--- src/rtl/ext_b_resp_tracker_if.sv ---
// rtl/ext_b_resp_tracker_if.sv - handshake bundle for the per-TID B response tracker
//
// Carries the three handshakes of ext_b_resp_tracker: burst issue (AW side),
// B-channel beats from the upstream B buffer, and transfer completion (done),
// plus the unexpected-B pulse. Signal suffixes are from the tracker's point
// of view (_i = into the tracker, _o = out of it).
//
// Parameters:
//   ID_WIDTH   - AXI B-channel ID width
//   USER_WIDTH - AXI B-channel user width; low TID_WIDTH bits carry the TID
//   NB_TID     - number of tracked transfers; TID_WIDTH = $clog2(NB_TID)
//
// Modports:
//   slave  - the tracker itself
//   master - the environment driving issue/B/done_ready
interface ext_b_resp_tracker_if #(
   parameter int ID_WIDTH   = 4,
   parameter int USER_WIDTH = 6,
   parameter int NB_TID     = 4
);
   localparam int TID_WIDTH = $clog2(NB_TID);

   logic                  issue_valid_i;
   logic                  issue_ready_o;
   logic [TID_WIDTH-1:0]  issue_tid_i;
   logic                  issue_last_i;

   logic                  b_valid_i;
   logic                  b_ready_o;
   logic [1:0]            b_resp_i;
   logic [ID_WIDTH-1:0]   b_id_i;
   logic [USER_WIDTH-1:0] b_user_i;

   logic                  done_valid_o;
   logic                  done_ready_i;
   logic [TID_WIDTH-1:0]  done_tid_o;
   logic                  done_err_o;

   logic                  unexp_o;

   modport slave (
      input  issue_valid_i, issue_tid_i, issue_last_i,
      input  b_valid_i, b_resp_i, b_id_i, b_user_i,
      input  done_ready_i,
      output issue_ready_o, b_ready_o,
      output done_valid_o, done_tid_o, done_err_o,
      output unexp_o
   );

   modport master (
      output issue_valid_i, issue_tid_i, issue_last_i,
      output b_valid_i, b_resp_i, b_id_i, b_user_i,
      output done_ready_i,
      input  issue_ready_o, b_ready_o,
      input  done_valid_o, done_tid_o, done_err_o,
      input  unexp_o
   );
endinterface

--- src/rtl/ext_b_resp_tracker.sv ---
// rtl/ext_b_resp_tracker.sv - per-TID outstanding-burst tracker on the AXI B channel
//
// Counts AW bursts issued per transfer ID (TID) and retires them as B beats
// arrive (TID taken from b_user[TID_WIDTH-1:0]). Once the last burst of a
// transfer has been issued and every burst has its B response, the TID is
// marked pending and reported on the done handshake, lowest TID first.
//
// Ports:
//   clk_i  - clock, all state on its rising edge
//   rst_i  - asynchronous active-high reset
//   bus    - ext_b_resp_tracker_if.slave:
//              issue_valid_i/issue_ready_o, issue_tid_i, issue_last_i
//              b_valid_i/b_ready_o, b_resp_i, b_id_i (ignored), b_user_i
//              done_valid_o/done_ready_i, done_tid_o, done_err_o
//              unexp_o (one-cycle pulse: B for a TID with nothing outstanding)
//
// Configuration macro:
//   EXT_B_RESP_ERR_EN - when defined, SLVERR/DECERR (b_resp_i[1]) on a counted
//                       beat sets a sticky per-TID error reported on done_err_o.
//                       When undefined, no error state exists and done_err_o=0.
module ext_b_resp_tracker #(
   parameter int ID_WIDTH   = 4,
   parameter int USER_WIDTH = 6,
   parameter int NB_TID     = 4,
   parameter int CNT_WIDTH  = 4
) (
   input  logic                 clk_i,
   input  logic                 rst_i,
   ext_b_resp_tracker_if.slave  bus
);
   localparam int TID_WIDTH = $clog2(NB_TID);
   localparam logic [CNT_WIDTH-1:0] CNT_MAX = '1;

   logic [CNT_WIDTH-1:0] cnt_q [NB_TID];
   logic [CNT_WIDTH-1:0] cnt_d [NB_TID];
   logic [NB_TID-1:0]    last_q, last_d;
   logic [NB_TID-1:0]    pend_q, pend_d;

   logic                 done_valid_q, done_valid_d;
   logic [TID_WIDTH-1:0] done_tid_q, done_tid_d;
   logic                 unexp_q, unexp_d;

`ifdef EXT_B_RESP_ERR_EN
   logic [NB_TID-1:0]    err_q, err_d;
   logic                 done_err_q, done_err_d;
`endif

   logic [TID_WIDTH-1:0] b_tid;
   logic                 issue_hs;
   logic                 b_counted;
   logic                 done_hs;
   logic                 sel_valid;
   logic [TID_WIDTH-1:0] sel_tid;

   // b_id_i is accepted but never used; upper user bits and b_resp_i[0]
   // carry nothing for the tracker.
   logic                 unused_bits;
   assign unused_bits = ^{bus.b_id_i, bus.b_resp_i, bus.b_user_i};

   assign b_tid = bus.b_user_i[TID_WIDTH-1:0];

   // Every beat is consumed in its handshake cycle, so no back-pressure.
   assign bus.b_ready_o = 1'b1;

   // A TID that is full, already has its last burst, or is waiting to be
   // reported must not accept new bursts; this also keeps cnt from wrapping up.
   assign bus.issue_ready_o = !((cnt_q[bus.issue_tid_i] == CNT_MAX) ||
                                pend_q[bus.issue_tid_i] ||
                                last_q[bus.issue_tid_i]);

   assign issue_hs  = bus.issue_valid_i & bus.issue_ready_o;
   // Only a beat for a TID with bursts outstanding is counted; this keeps cnt
   // from wrapping down and identifies unexpected beats.
   assign b_counted = bus.b_valid_i & (cnt_q[b_tid] != '0);
   assign done_hs   = done_valid_q & bus.done_ready_i;

   always_comb begin
      unexp_d = bus.b_valid_i & ~b_counted;
      last_d  = last_q;
      pend_d  = pend_q;
`ifdef EXT_B_RESP_ERR_EN
      err_d   = err_q;
`endif
      for (int t = 0; t < NB_TID; t++) begin
         cnt_d[t] = cnt_q[t];

         // Issue and counted B to the same TID cancel each other.
         if ((issue_hs && bus.issue_tid_i == TID_WIDTH'(t)) &&
             !(b_counted && b_tid == TID_WIDTH'(t)))
            cnt_d[t] = cnt_q[t] + 1'b1;
         else if (!(issue_hs && bus.issue_tid_i == TID_WIDTH'(t)) &&
                  (b_counted && b_tid == TID_WIDTH'(t)))
            cnt_d[t] = cnt_q[t] - 1'b1;

         if (issue_hs && bus.issue_last_i && bus.issue_tid_i == TID_WIDTH'(t))
            last_d[t] = 1'b1;

         if (done_hs && done_tid_q == TID_WIDTH'(t)) begin
            pend_d[t] = 1'b0;
`ifdef EXT_B_RESP_ERR_EN
            err_d[t]  = 1'b0;
`endif
         end

`ifdef EXT_B_RESP_ERR_EN
         if (b_counted && bus.b_resp_i[1] && b_tid == TID_WIDTH'(t))
            err_d[t] = 1'b1;
`endif

         // Transfer complete: all bursts answered and the last one issued.
         if (cnt_d[t] == '0 && last_d[t]) begin
            pend_d[t] = 1'b1;
            last_d[t] = 1'b0;
         end
      end
   end

   // Lowest-index pending TID, looked at on next-state so a completion or
   // handshake at this edge is visible on done_* right after it.
   always_comb begin
      sel_valid = |pend_d;
      sel_tid   = '0;
      for (int t = NB_TID - 1; t >= 0; t--) begin
         if (pend_d[t])
            sel_tid = TID_WIDTH'(t);
      end
   end

   // The presented TID is latched: a lower TID completing while the consumer
   // stalls must not change done_tid_o under an open handshake.
   always_comb begin
      done_valid_d = done_valid_q;
      done_tid_d   = done_tid_q;
`ifdef EXT_B_RESP_ERR_EN
      done_err_d   = done_err_q;
`endif
      if (!done_valid_q || done_hs) begin
         done_valid_d = sel_valid;
         done_tid_d   = sel_tid;
`ifdef EXT_B_RESP_ERR_EN
         done_err_d   = sel_valid & err_d[sel_tid];
`endif
      end
   end

   always_ff @(posedge clk_i or posedge rst_i) begin
      if (rst_i) begin
         for (int t = 0; t < NB_TID; t++)
            cnt_q[t] <= '0;
         last_q       <= '0;
         pend_q       <= '0;
         done_valid_q <= 1'b0;
         done_tid_q   <= '0;
         unexp_q      <= 1'b0;
`ifdef EXT_B_RESP_ERR_EN
         err_q        <= '0;
         done_err_q   <= 1'b0;
`endif
      end else begin
         for (int t = 0; t < NB_TID; t++)
            cnt_q[t] <= cnt_d[t];
         last_q       <= last_d;
         pend_q       <= pend_d;
         done_valid_q <= done_valid_d;
         done_tid_q   <= done_tid_d;
         unexp_q      <= unexp_d;
`ifdef EXT_B_RESP_ERR_EN
         err_q        <= err_d;
         done_err_q   <= done_err_d;
`endif
      end
   end

   assign bus.done_valid_o = done_valid_q;
   assign bus.done_tid_o   = done_tid_q;
   assign bus.unexp_o      = unexp_q;
`ifdef EXT_B_RESP_ERR_EN
   assign bus.done_err_o   = done_err_q;
`else
   assign bus.done_err_o   = 1'b0;
`endif

endmodule

--- src/flat_wrapper.sv ---
// flat-port wrapper written by rule: the top's interface ports become plain ports
module ext_b_resp_tracker_flat 
#(
   parameter int ID_WIDTH   = 4,
   parameter int USER_WIDTH = 6,
   parameter int NB_TID     = 4,
   parameter int CNT_WIDTH  = 4
)
  (clk_i, rst_i, bus_issue_valid_i, bus_issue_tid_i, bus_issue_last_i, bus_b_valid_i, bus_b_resp_i, bus_b_id_i, bus_b_user_i, bus_done_ready_i, bus_issue_ready_o, bus_b_ready_o, bus_done_valid_o, bus_done_tid_o, bus_done_err_o, bus_unexp_o);
  ext_b_resp_tracker_if #(.ID_WIDTH(ID_WIDTH), .USER_WIDTH(USER_WIDTH), .NB_TID(NB_TID)) bus_i ();
  input  logic clk_i;
  input  logic rst_i;
  input wire logic [$bits(bus_i.issue_valid_i)-1:0] bus_issue_valid_i;
  input wire logic [$bits(bus_i.issue_tid_i)-1:0] bus_issue_tid_i;
  input wire logic [$bits(bus_i.issue_last_i)-1:0] bus_issue_last_i;
  input wire logic [$bits(bus_i.b_valid_i)-1:0] bus_b_valid_i;
  input wire logic [$bits(bus_i.b_resp_i)-1:0] bus_b_resp_i;
  input wire logic [$bits(bus_i.b_id_i)-1:0] bus_b_id_i;
  input wire logic [$bits(bus_i.b_user_i)-1:0] bus_b_user_i;
  input wire logic [$bits(bus_i.done_ready_i)-1:0] bus_done_ready_i;
  output wire logic [$bits(bus_i.issue_ready_o)-1:0] bus_issue_ready_o;
  output wire logic [$bits(bus_i.b_ready_o)-1:0] bus_b_ready_o;
  output wire logic [$bits(bus_i.done_valid_o)-1:0] bus_done_valid_o;
  output wire logic [$bits(bus_i.done_tid_o)-1:0] bus_done_tid_o;
  output wire logic [$bits(bus_i.done_err_o)-1:0] bus_done_err_o;
  output wire logic [$bits(bus_i.unexp_o)-1:0] bus_unexp_o;
  assign bus_i.issue_valid_i = bus_issue_valid_i;
  assign bus_i.issue_tid_i = bus_issue_tid_i;
  assign bus_i.issue_last_i = bus_issue_last_i;
  assign bus_i.b_valid_i = bus_b_valid_i;
  assign bus_i.b_resp_i = bus_b_resp_i;
  assign bus_i.b_id_i = bus_b_id_i;
  assign bus_i.b_user_i = bus_b_user_i;
  assign bus_i.done_ready_i = bus_done_ready_i;
  assign bus_issue_ready_o = bus_i.issue_ready_o;
  assign bus_b_ready_o = bus_i.b_ready_o;
  assign bus_done_valid_o = bus_i.done_valid_o;
  assign bus_done_tid_o = bus_i.done_tid_o;
  assign bus_done_err_o = bus_i.done_err_o;
  assign bus_unexp_o = bus_i.unexp_o;
  ext_b_resp_tracker #(.ID_WIDTH(ID_WIDTH), .USER_WIDTH(USER_WIDTH), .NB_TID(NB_TID), .CNT_WIDTH(CNT_WIDTH)) u_core (.clk_i(clk_i), .rst_i(rst_i), .bus(bus_i));
endmodule
--- config.mk ---
export PLATFORM = sky130hd
export DESIGN_NAME = ext_b_resp_tracker_flat
export DESIGN_NICKNAME = d
export VERILOG_FILES = /design/src/rtl/ext_b_resp_tracker_if.sv /design/src/rtl/ext_b_resp_tracker.sv /design/src/flat_wrapper.sv
export SDC_FILE = /design/constraint.sdc
export NUM_CORES = 1
export LEC_CHECK = 0
export ABC_AREA = 1
export BUFFER_PORTS_ARGS = -buffer_cell sky130_fd_sc_hd__clkbuf_2
export CAP_MARGIN = 10
export CORE_MARGIN = 10
export CORE_UTILIZATION = 53
export DETAILED_ROUTE_END_ITERATION = 16
export PLACE_DENSITY = 0.77
export SKIP_CTS_REPAIR_TIMING = 1
export SLEW_MARGIN = 40
export SYNTH_ARGS = -nofsm -noshare
export SYNTH_HDL_FRONTEND = slang
export SYNTH_SLANG_ARGS = --single-unit
--- constraint.sdc ---
create_clock -name clk_i -period 2.22 [get_ports clk_i]
set_clock_uncertainty 0.15 [all_clocks]
set_input_delay 0.111 -clock clk_i [delete_from_list [all_inputs] [get_ports clk_i]]
set_output_delay 0.111 -clock clk_i [all_outputs]
set_load 0.01 [all_outputs]
### Word level (Yosys, flattened, before mapping)

Index checks and enable logic that the tools add are counted.

| operators by class | value |
|---|---|
| $add $sub $neg | 8 |
| $lt $le $gt $ge | 3 |
| eq/ne operators | 10 |
| mux-type cells | 38 |
| bitwise logic cells | 7 |
| reduce and logical (&&, ||, !) cells | 51 |

Operators with widths:

| cell | number |
|---|---|
| 4-bit two-way mux | 12 |
| 1-bit logical AND | 29 |
| 1-bit two-way mux | 18 |
| 4-bit by 1-bit adder with 4-bit output, second input constant | 4 |
| 4-bit binary-select mux with 2-bit select | 2 |
| 4-bit logical NOT | 4 |
| 4-bit by 1-bit subtractor with 4-bit output, second input constant | 4 |
| 2-bit equality test, second input constant | 6 |
| 1-bit logical NOT | 10 |
| 2-bit two-way mux | 4 |
| 2-bit by 1-bit equality test with 1-bit output, second input constant | 3 |
| 3-bit greater-or-equal comparator, second input constant | 2 |
| 2-bit logical NOT | 3 |
| 2-bit NOT with 3-bit output | 2 |
| 1-bit bitwise AND | 4 |
| 1-bit binary-select mux with 2-bit select | 2 |
| 4-bit equality test, second input constant | 1 |
| 4-bit nonzero test | 1 |
| 4-bit OR reduction | 1 |
| 1-bit logical OR | 3 |
| 2-bit by 3-bit < comparator with 1-bit output, second input constant | 1 |
| 1-bit NOT | 1 |

| word-level totals | value |
|---|---|
| bits in registers | 28 |
| output and inout port bits | 7 |
| word-level logic and storage cells | 126 |

### Longest topological paths before layout

Gate-level depths: netlist of the first run.

| depth | value |
|---|---|
| depth in word-level cells | 21 |
| mapped depth | 20 |

### Least setup slack after synthesis of the first run

No wires, ideal clock.

| timing | value |
|---|---|
| path kind | register to register |
| start | register u_core.cnt_q[10] (netlist bit) |
| end | register u_core.done_tid_q[1] (netlist: u_core.bus.done_tid_o[1]) |
| library setup time | 116 ps |
| arrival | 1,838 ps |
| required time | 1,954 ps |
| slack | 116 ps |
| cell stages (with the launch flop) | 18 |
| path buffers | 1 |
| clock period less this slack | 2,104 ps |
| cell sequence | dfrtp_1 buf_2 nor2_1 nand3_1 nand2_1 nand4_1 nand2_2 nor2_2 nor2_2 nand2_1 a21oi_2 nor2_1 nand3b_1 nand2_2 nor2_1 inv_2 nand2_1 nand2_1 |

RTL lines:

| element | line | source |
|---|---|---|
| start, declared | ext_b_resp_tracker.sv:34 | `logic [CNT_WIDTH-1:0] cnt_q [NB_TID];` |
| start signal, assigned by index | ext_b_resp_tracker.sv:161 | `cnt_q[t] <= cnt_d[t];` |
| end signal, assigned | ext_b_resp_tracker.sv:165 | `done_tid_q <= done_tid_d;` |
| end, declared | ext_b_resp_tracker.sv:40 | `logic [TID_WIDTH-1:0] done_tid_q, done_tid_d;` |

==> metrics.md, run 1 <==
| Metric | Value |
|---|---|
| Status | finished with violations |
| Failing checks | setup timing |
| Yosys warning total | 0 |
| Fin crit share | 107% |
| Post-synthesis sequential area ratio | 31.5% |
| Overall power | 3600 uW |
| Total Routing Usage GR | 14.6% |
| Die W | 84.8 um |
| Total clock sinks | 28 |
| CP Depth | 18 |
| Ys flop type | dfrtp_1 |
| Fin area | 2910 um^2 |
| Global-route wire length before repair | 9000 um |
| Syn Area/Cell | 7.20 um^2 |
| Post-synth ARST share | 100% |
| Routability cong. | 0.851 |
| Filler cell count | 299 |
| Via density | 5.27 |
| Detailed Route WL | 5790 um |
| Post-synth top cells | nand2_1 (84), inv_1 (35), nand3_1 (34) |
| Drt wl/cell | 13.9 um |
| Share of layout cells above drive strength 1 | 40.7% |
| Layout area overhead | 30.9% |
| Leakage | 0.00157 uW |
| Die area | 7190 um^2 |
| Die height | 84.8 um |
| DRT antenna net count | 0 |
| Worst-path clk slew | 0.10 ns |
| IO Pins | 27 |
| Setup CP Type | flip-flop to flip-flop |
| CP arrival | 2.40 ns |
| Core region area | 4030 um^2 |
| Later-pin clock latency in the skew report | 0.28 ns |
| Most frequent cell after synthesis | nand2_1 |
| Synth area leader | dfrtp_1 |
| Critical Path, Cell by Cell | nor2_2 -> nand3_2 -> nand2_1 -> nand4_1 -> nand2_4 -> nor2_4 -> nand2_4 -> nand2_1 -> o21ai_1 -> nand2_1 -> nor2_2 -> nand3_2 -> nand2_4 -> inv_2 -> nand2_1 -> nand2_1 -> nand2_1 -> nand2_1 |
| PortBufs | 14 |
| Initial antenna violation count | 0 |
| Kind of end point of the critical path | flip-flop |
| Syn_nets | 337 |
| Final core occ | 72.2% |
| Longest Clk Path Bufs | 2 |
| Share of the synthesized area in the top cell type | 31.5% |
| TritonRoute pass-1 iters | 4 |
| CP Launch Type | flip-flop |
| RSZ-0062 raised after global routing | yes |
| Syn Std Cell Area | 2220 um^2 |
| CP required | 2.25 ns |
| Largest cells by area after synthesis | dfrtp_1 (32%), nand2_1 (14%), nand3_1 (7.7%) |
| Starting Density | 55.2% |
| Number of global-route vias before repair | 1,968 |
| Worst vdd ir | 0.777 mV |
| Final #Nets | 395 |
| Most Frequent Cell on Critical Path | nand2_1 |
| HPWL Detailed | 4170 um |
| Hold path depth | 5 |
| 1st-iter DRT viols | 165 |
| Post-synthesis cell type count | 30 |
| Max Slew Vio Count | 0 |
| Power density cells | 1240 nW/um^2 |
| DP Worst Slack | -0.180 ns |
| Slowest-stage cell, CP | dfrtp_1 |
| Crit-path leading delay family | simple AND/OR/NAND/NOR gates |
| Number of buffers created by CTS | 3 |
| GRT overflow | 0 |
| Critical-path maximum fanout | 6 |
| Max-cap violation count | 0 |
| Final Hold Vio Count | 0 |
| EDFF count, synth | 0 |
| Fin crit period | 2.37 ns |
| Slowest stage delay, CP | 0.44 ns |
| Row count | 23 |
| Vias | 2,194 |
| Largest net degree at the start of global routing | 29 |
| Highest clock rate | 421 MHz |
| Area after DPL | 2570 um^2 |
| CTS tree | done |
| H-tree Lvls | 1 |
| Cell count after synthesis | 309 |
| DRC | 0 |
| Final setup fails | 4 |
| Hold Path Class | input pin to flip-flop |
| Number of diodes | 0 |
| FF+latch count, synth | 28 |
| Final worst slack | -0.153 ns |
| Clock Tree Root | clkbuf_8 |
| CP Buf/Inv Count | 1 |
| Worst reg-to-reg path cell count | 18 |
-- per-layer routing --
metal | vias to the layer above | GRT usage [%] | share of wire [%]
met1 | 1051 | 18.8 | 44
met3 | 6 | 2.90 | 5.0
met2 | 59 | 25.0 | 51
met4 | 0 | 2.10 | 0.86
li1 | 1078 | - | -
met5 | - | 0 | 0
-- cell families (layout without fill, tap and decap cells) --
kind of cell	after synthesis	in the layout	share of synthesized area, %
and+or+nand+nor	185	185	41.6
buffers and inverters	53	110	10.2
DFF	28	28	31.5
AOI/OAI and AO/OA	24	24	8.33
xor gates and xnor gates	9	9	3.55
adders and majority gates	8	8	4.50
other	2	2	0.338
-- through the flow --
| step | hold WS [ns] | std cells | setup TNS [ns] |
|---|---|---|---|
| floorplan | 0.0264 | 309 | 0 |
| global placement | 0.0251 | 400 | -0.242 |
| detailed placement | 0.0289 | 400 | -0.398 |
| CTS | -0.274 | 404 | -0.496 |
| global route | 0.203 | 416 | -1.14 |
| finish | 0.137 | 416 | -0.414 |
-- worst register-to-register path, delay by kind of cell (launching register included) --
kind / cells / cell delay, ns
and+or+nand+nor: 16 / 1.58
DFF: 1 / 0.44
AOI/OAI and AO/OA: 1 / 0.07
buffers and inverters: 1 / 0.03
-- state kept, by name, indices dropped and copies added (netlist names) --
register                 flops
u_core.bus.done_valid_o      1
u_core.cnt_q                16
u_core.bus.unexp_o           1
u_core.bus.done_tid_o        2
u_core.last_q                4
u_core.pend_q                4
-- final cells by class --
| type | instances | area (um^2) | area share [%] |
|---|---|---|---|
| Clock inverter | 1 | 30.0 | 1.03 |
| Multi-Input combinational cell | 228 | 1460 | 50.3 |
| Clock buffer | 3 | 41.3 | 1.42 |
| Sequential cell | 28 | 701 | 24.1 |
| Inverter | 45 | 169 | 5.80 |
| Tap cell | 50 | 62.6 | 2.15 |
| Timing Repair Buffer | 61 | 443 | 15.2 |
-- placed cells by master, fill, tap and decap left out, types with 3 or more instances in the layout --
cell type / Yosys / routed
clkbuf_2: 0 / 14
inv_1: 35 / 32
inv_2: 10 / 13
dlygate4sd3_1: 0 / 3
nor2_1: 20 / 8
nand2_1: 84 / 76
dfrtp_1: 28 / 28
nand2_4: 1 / 8
o31ai_1: 4 / 4
nand3_1: 34 / 30
buf_4: 2 / 43
nor2_2: 17 / 18
clkbuf_8: 0 / 3
o21ai_2: 3 / 3
xor2_1: 9 / 9
nand2_2: 12 / 13
nand3_2: 5 / 9
nor2_4: 4 / 15
a21oi_1: 6 / 6
ha_1: 8 / 8
-- where the power goes --
| group | internal [uW] | switching (uW) | total [uW] |
|---|---|---|---|
| clock | 242 | 172 | 414 |
| sequential | 737 | 210 | 947 |
| combinational | 1010 | 1230 | 2240 |
-- path summary, 6_finish.rpt --
path	slack, ns	from	to
worst max register to register	-0.15	u_core.cnt_q[2]	u_core.bus.done_tid_o[0]
worst min-delay path	0.14	bus_issue_last_i	u_core.last_q[1]
min in group asynchronous	0.26	rst_i	u_core.pend_q[2]
max in group asynchronous	1.39	rst_i	u_core.bus.done_valid_o
worst min register to register	0.43	u_core.last_q[1]	u_core.last_q[1]
worst max-delay path	-0.15	u_core.cnt_q[2]	u_core.bus.done_tid_o[0]
Power figures use the tool's default switching activity.
==> run 2, diff against run 1 <==
- CORE_UTILIZATION: 53 -> 40
- PLACE_DENSITY: 0.77 -> not set
- clock period: 2.22 -> 2.01 ns (I/O delays scaled with it)
==> run 2 against run 1 <==
  * The run still ends with setup timing left
  * Sequential power increased by 9.8%
  * Fmax increased by 0.50%
  * Combinational power increased by 14%
  * Final cell count increased by 7.7%
  * First-iteration DRC count decreased by 38%
  * Sequential cell count unchanged
  * Clock power decreased by 11%
  * Count of clock-buffer cells in the layout increased by 1
  * Critical path type unchanged
  * Largest cell class unchanged
==> metrics.md, run 2 (synthesized netlist as in run 1, its figures left out) <==
| Metric | Value |
|---|---|
| Layout area overhead | 36.0% (was 30.9%) |
| CTS tree | done (unchanged) |
| Row count | 27 (was 23) |
| FF-to-FF setup slack | -0.35 ns (was -0.15 ns) |
| Final #Nets | 405 (was 395) |
| DRC | 0 (unchanged) |
| Total Routing Usage GR | 12.5% (was 14.6%) |
| Hold Path Class | input pin to flip-flop (unchanged) |
| Final Hold Vio Count | 0 (unchanged) |
| Routability cong. | 0.844 (was 0.851) |
| Max reg flops | 16 (unchanged) |
| Most Frequent Cell on Critical Path | nand2_1 (unchanged) |
| Longest Clk Path Bufs | 2 (unchanged) |
| Power density cells | 1310 nW/um^2 (was 1240 nW/um^2) |
| Worst reg-to-reg path cell count | 20 (was 18) |
| Status | finished with violations (unchanged) |
| Number of global-route vias before repair | 2,070 (was 1,968) |
| Core region area | 5440 um^2 (was 4030 um^2) |
| Number of buffers created by CTS | 3 (unchanged) |
| Area after DPL | 2670 um^2 (was 2570 um^2) |
| Highest clock rate | 423 MHz (was 421 MHz) |
| Grt met1 use | 16.1% (was 18.8%) |
| Die area | 8940 um^2 (was 7190 um^2) |
| R2R Path Start | u_core.cnt_q[8] (was u_core.cnt_q[2]) |
| Initial antenna violation count | 0 (unchanged) |
| Later-pin clock latency in the skew report | 0.28 ns (about the same) |
| Die height | 94.6 um (was 84.8 um) |
| Failing checks | setup timing (unchanged) |
| Fin crit share | 117% (was 107%) |
| Fin area | 3020 um^2 (was 2910 um^2) |
| CP required | 2.04 ns (was 2.25 ns) |
| Critical-path maximum fanout | 6 (unchanged) |
| Met2 usage | 20.9% (was 25.0%) |
| TritonRoute pass-1 iters | 4 (unchanged) |
| Global-route wire length before repair | 9140 um (was 9000 um) |
| Hold wc startpoint | bus_issue_last_i (unchanged) |
| GR Util met3 | 1.74% (was 2.90%) |
| Critical R2R Capture | u_core.bus.done_tid_o[0] (unchanged) |
| CP arrival | 2.39 ns (was 2.40 ns) |
| Largest Register | u_core.cnt_q (unchanged) |
| Final setup fails | 12 (was 4) |
| Detailed Route WL | 5510 um (was 5790 um) |
| 1st-iter DRT viols | 102 (was 165) |
| Largest net degree at the start of global routing | 29 (unchanged) |
| Max Slew Vio Count | 0 (unchanged) |
| Overall power | 3960 uW (was 3600 uW) |
| Share of layout cells above drive strength 1 | 43.9% (was 40.7%) |
| DRT antenna net count | 0 (unchanged) |
| Drt wl/cell | 12.3 um (was 13.9 um) |
| Total clock sinks | 28 (unchanged) |
| Leakage | 0.00161 uW (was 0.00157 uW) |
| Worst-path clk slew | 0.10 ns (about the same) |
| Worst vdd ir | 0.630 mV (was 0.777 mV) |
| Die W | 94.6 um (was 84.8 um) |
| Hold path depth | 5 (unchanged) |
| Slowest-stage cell, CP | dfrtp_1 (unchanged) |
| Fin crit period | 2.36 ns (was 2.37 ns) |
| Commonest non-fill, non-tap cell in the layout | nand2_1 (unchanged) |
| Max-cap violation count | 0 (unchanged) |
| Number of diodes | 0 (unchanged) |
| Critical Path, Cell by Cell | buf_4 -> inv_2 -> nand3_1 -> nand2_1 -> nand4_1 -> nand2_4 -> nor2_4 -> nand2_4 -> nand2_1 -> nand2_1 -> nand2_1 -> nand2_2 -> nor2_4 -> nand3_2 -> nand2_4 -> inv_2 -> nand2_1 -> nand2_1 -> nand2_1 -> nand2_1 (was nor2_2 -> nand3_2 -> nand2_1 -> nand4_1 -> nand2_4 -> nor2_4 -> nand2_4 -> nand2_1 -> o21ai_1 -> nand2_1 -> nor2_2 -> nand3_2 -> nand2_4 -> inv_2 -> nand2_1 -> nand2_1 -> nand2_1 -> nand2_1) |
| GRT overflow | 0 (unchanged) |
| Filler cell count | 518 (was 299) |
| PortBufs | 14 (unchanged) |
| Setup CP Type | flip-flop to flip-flop (unchanged) |
| Most frequent cells in the layout | nand2_1 (71), buf_4 (51), inv_1 (34) (was nand2_1 (76), buf_4 (43), inv_1 (32)) |
| Vias | 2,113 (was 2,194) |
| Starting Density | 40.9% (was 55.2%) |
| H-tree Lvls | 1 (unchanged) |
| Clock Tree Root | clkbuf_8 (unchanged) |
| Via density | 4.72 (was 5.27) |
| Hold worst-path end | u_core.last_q[3] (was u_core.last_q[1]) |
| RSZ-0062 raised after global routing | yes (unchanged) |
| GRT Max-Usage Layer | met2 (unchanged) |
| Kind of end point of the critical path | flip-flop (unchanged) |
| Final worst slack | -0.352 ns (was -0.153 ns) |
| Slowest stage delay, CP | 0.40 ns (was 0.44 ns) |
| HPWL Detailed | 4180 um (was 4170 um) |
| CP Launch Type | flip-flop (unchanged) |
| IO Pins | 27 (unchanged) |
| Leading registers by flop count | u_core.cnt_q x16, u_core.last_q x4, u_core.pend_q x4 (unchanged) |
## run 2: changes by cell type in the layout (fill, tap and decap cells not counted), moves of 2 or more
cell | before | now
buf_4 | 43 | 51
nand2_2 | 13 | 21
nand2_1 | 76 | 71
inv_2 | 13 | 10
nand2_4 | 8 | 5
nor2_1 | 8 | 11
a21oi_1 | 6 | 4
a21oi_2 | 2 | 4
buf_6 | 0 | 2
inv_1 | 32 | 34
nor2_2 | 18 | 16
## run 2: final cells by class
cell class	instances	area [um^2]	share of cell area, %
multi-input combinational	228	1480	49.0
sequential	28	701	23.2
timing repair buffer	71	526	17.4
inverter	45	171	5.67
tap	72	90.1	2.98
clock buffer	4	55.1	1.82
## run 2: critical path, delay by kind of cell, from the launching register on
family / cells / cell delay, ns
buffers and inverters: 3 / 0.19
flip-flops: 1 / 0.40
AND/OR/NAND/NOR: 17 / 1.52
## run 2: how the worst max path moves through the flow
stage | slack, ns | depth (start not counted) | from | to
6_report | -0.35 | 20 | u_core.cnt_q[8] | u_core.bus.done_tid_o[0]
5_1_grt | -0.56 | 19 | u_core.cnt_q[8] | u_core.bus.done_tid_o[0]
4_1_cts | -0.47 | 16 | u_core.pend_q[0] | u_core.bus.done_tid_o[0]
3_5_place_dp | -0.44 | 16 | u_core.pend_q[0] | u_core.bus.done_tid_o[0]
3_3_place_gp | -0.41 | 16 | u_core.pend_q[0] | u_core.bus.done_tid_o[0]
2_1_floorplan | -0.08 | 19 | u_core.cnt_q[14] | u_core.bus.done_tid_o[0]
## run 2: power breakdown
group / total (uW) / switching (uW) / internal [uW] / leakage, uW
combinational: 2560 / 1350 / 1200 / 0.00124
sequential: 1040 / 225 / 814 / 0.000342
clock: 369 / 193 / 176 / 0.0000288
## run 2: stage by stage
stage | instances | utilization, % | hold WS, ns | setup slack (ns) | TNS [ns]
after floorplan | 309 | - | 0.0159 | -0.0791 | -0.196
after global placement | 429 | 49.1 | 0.0256 | -0.413 | -1.69
after detailed placement | 429 | 49.1 | 0.0326 | -0.439 | -1.76
after CTS | 433 | 50.1 | -0.282 | -0.468 | -2.04
after global routing | 448 | 55.6 | 0.206 | -0.560 | -4.14
final | 448 | 55.6 | 0.157 | -0.352 | -1.96
## run 2: metal layers
metal | vias up | share of wire, %
met2 | 25 | 50
met5 | - | 0
li1 | 1095 | -
met3 | 7 | 2.3
met1 | 986 | 46
met4 | 0 | 1.5
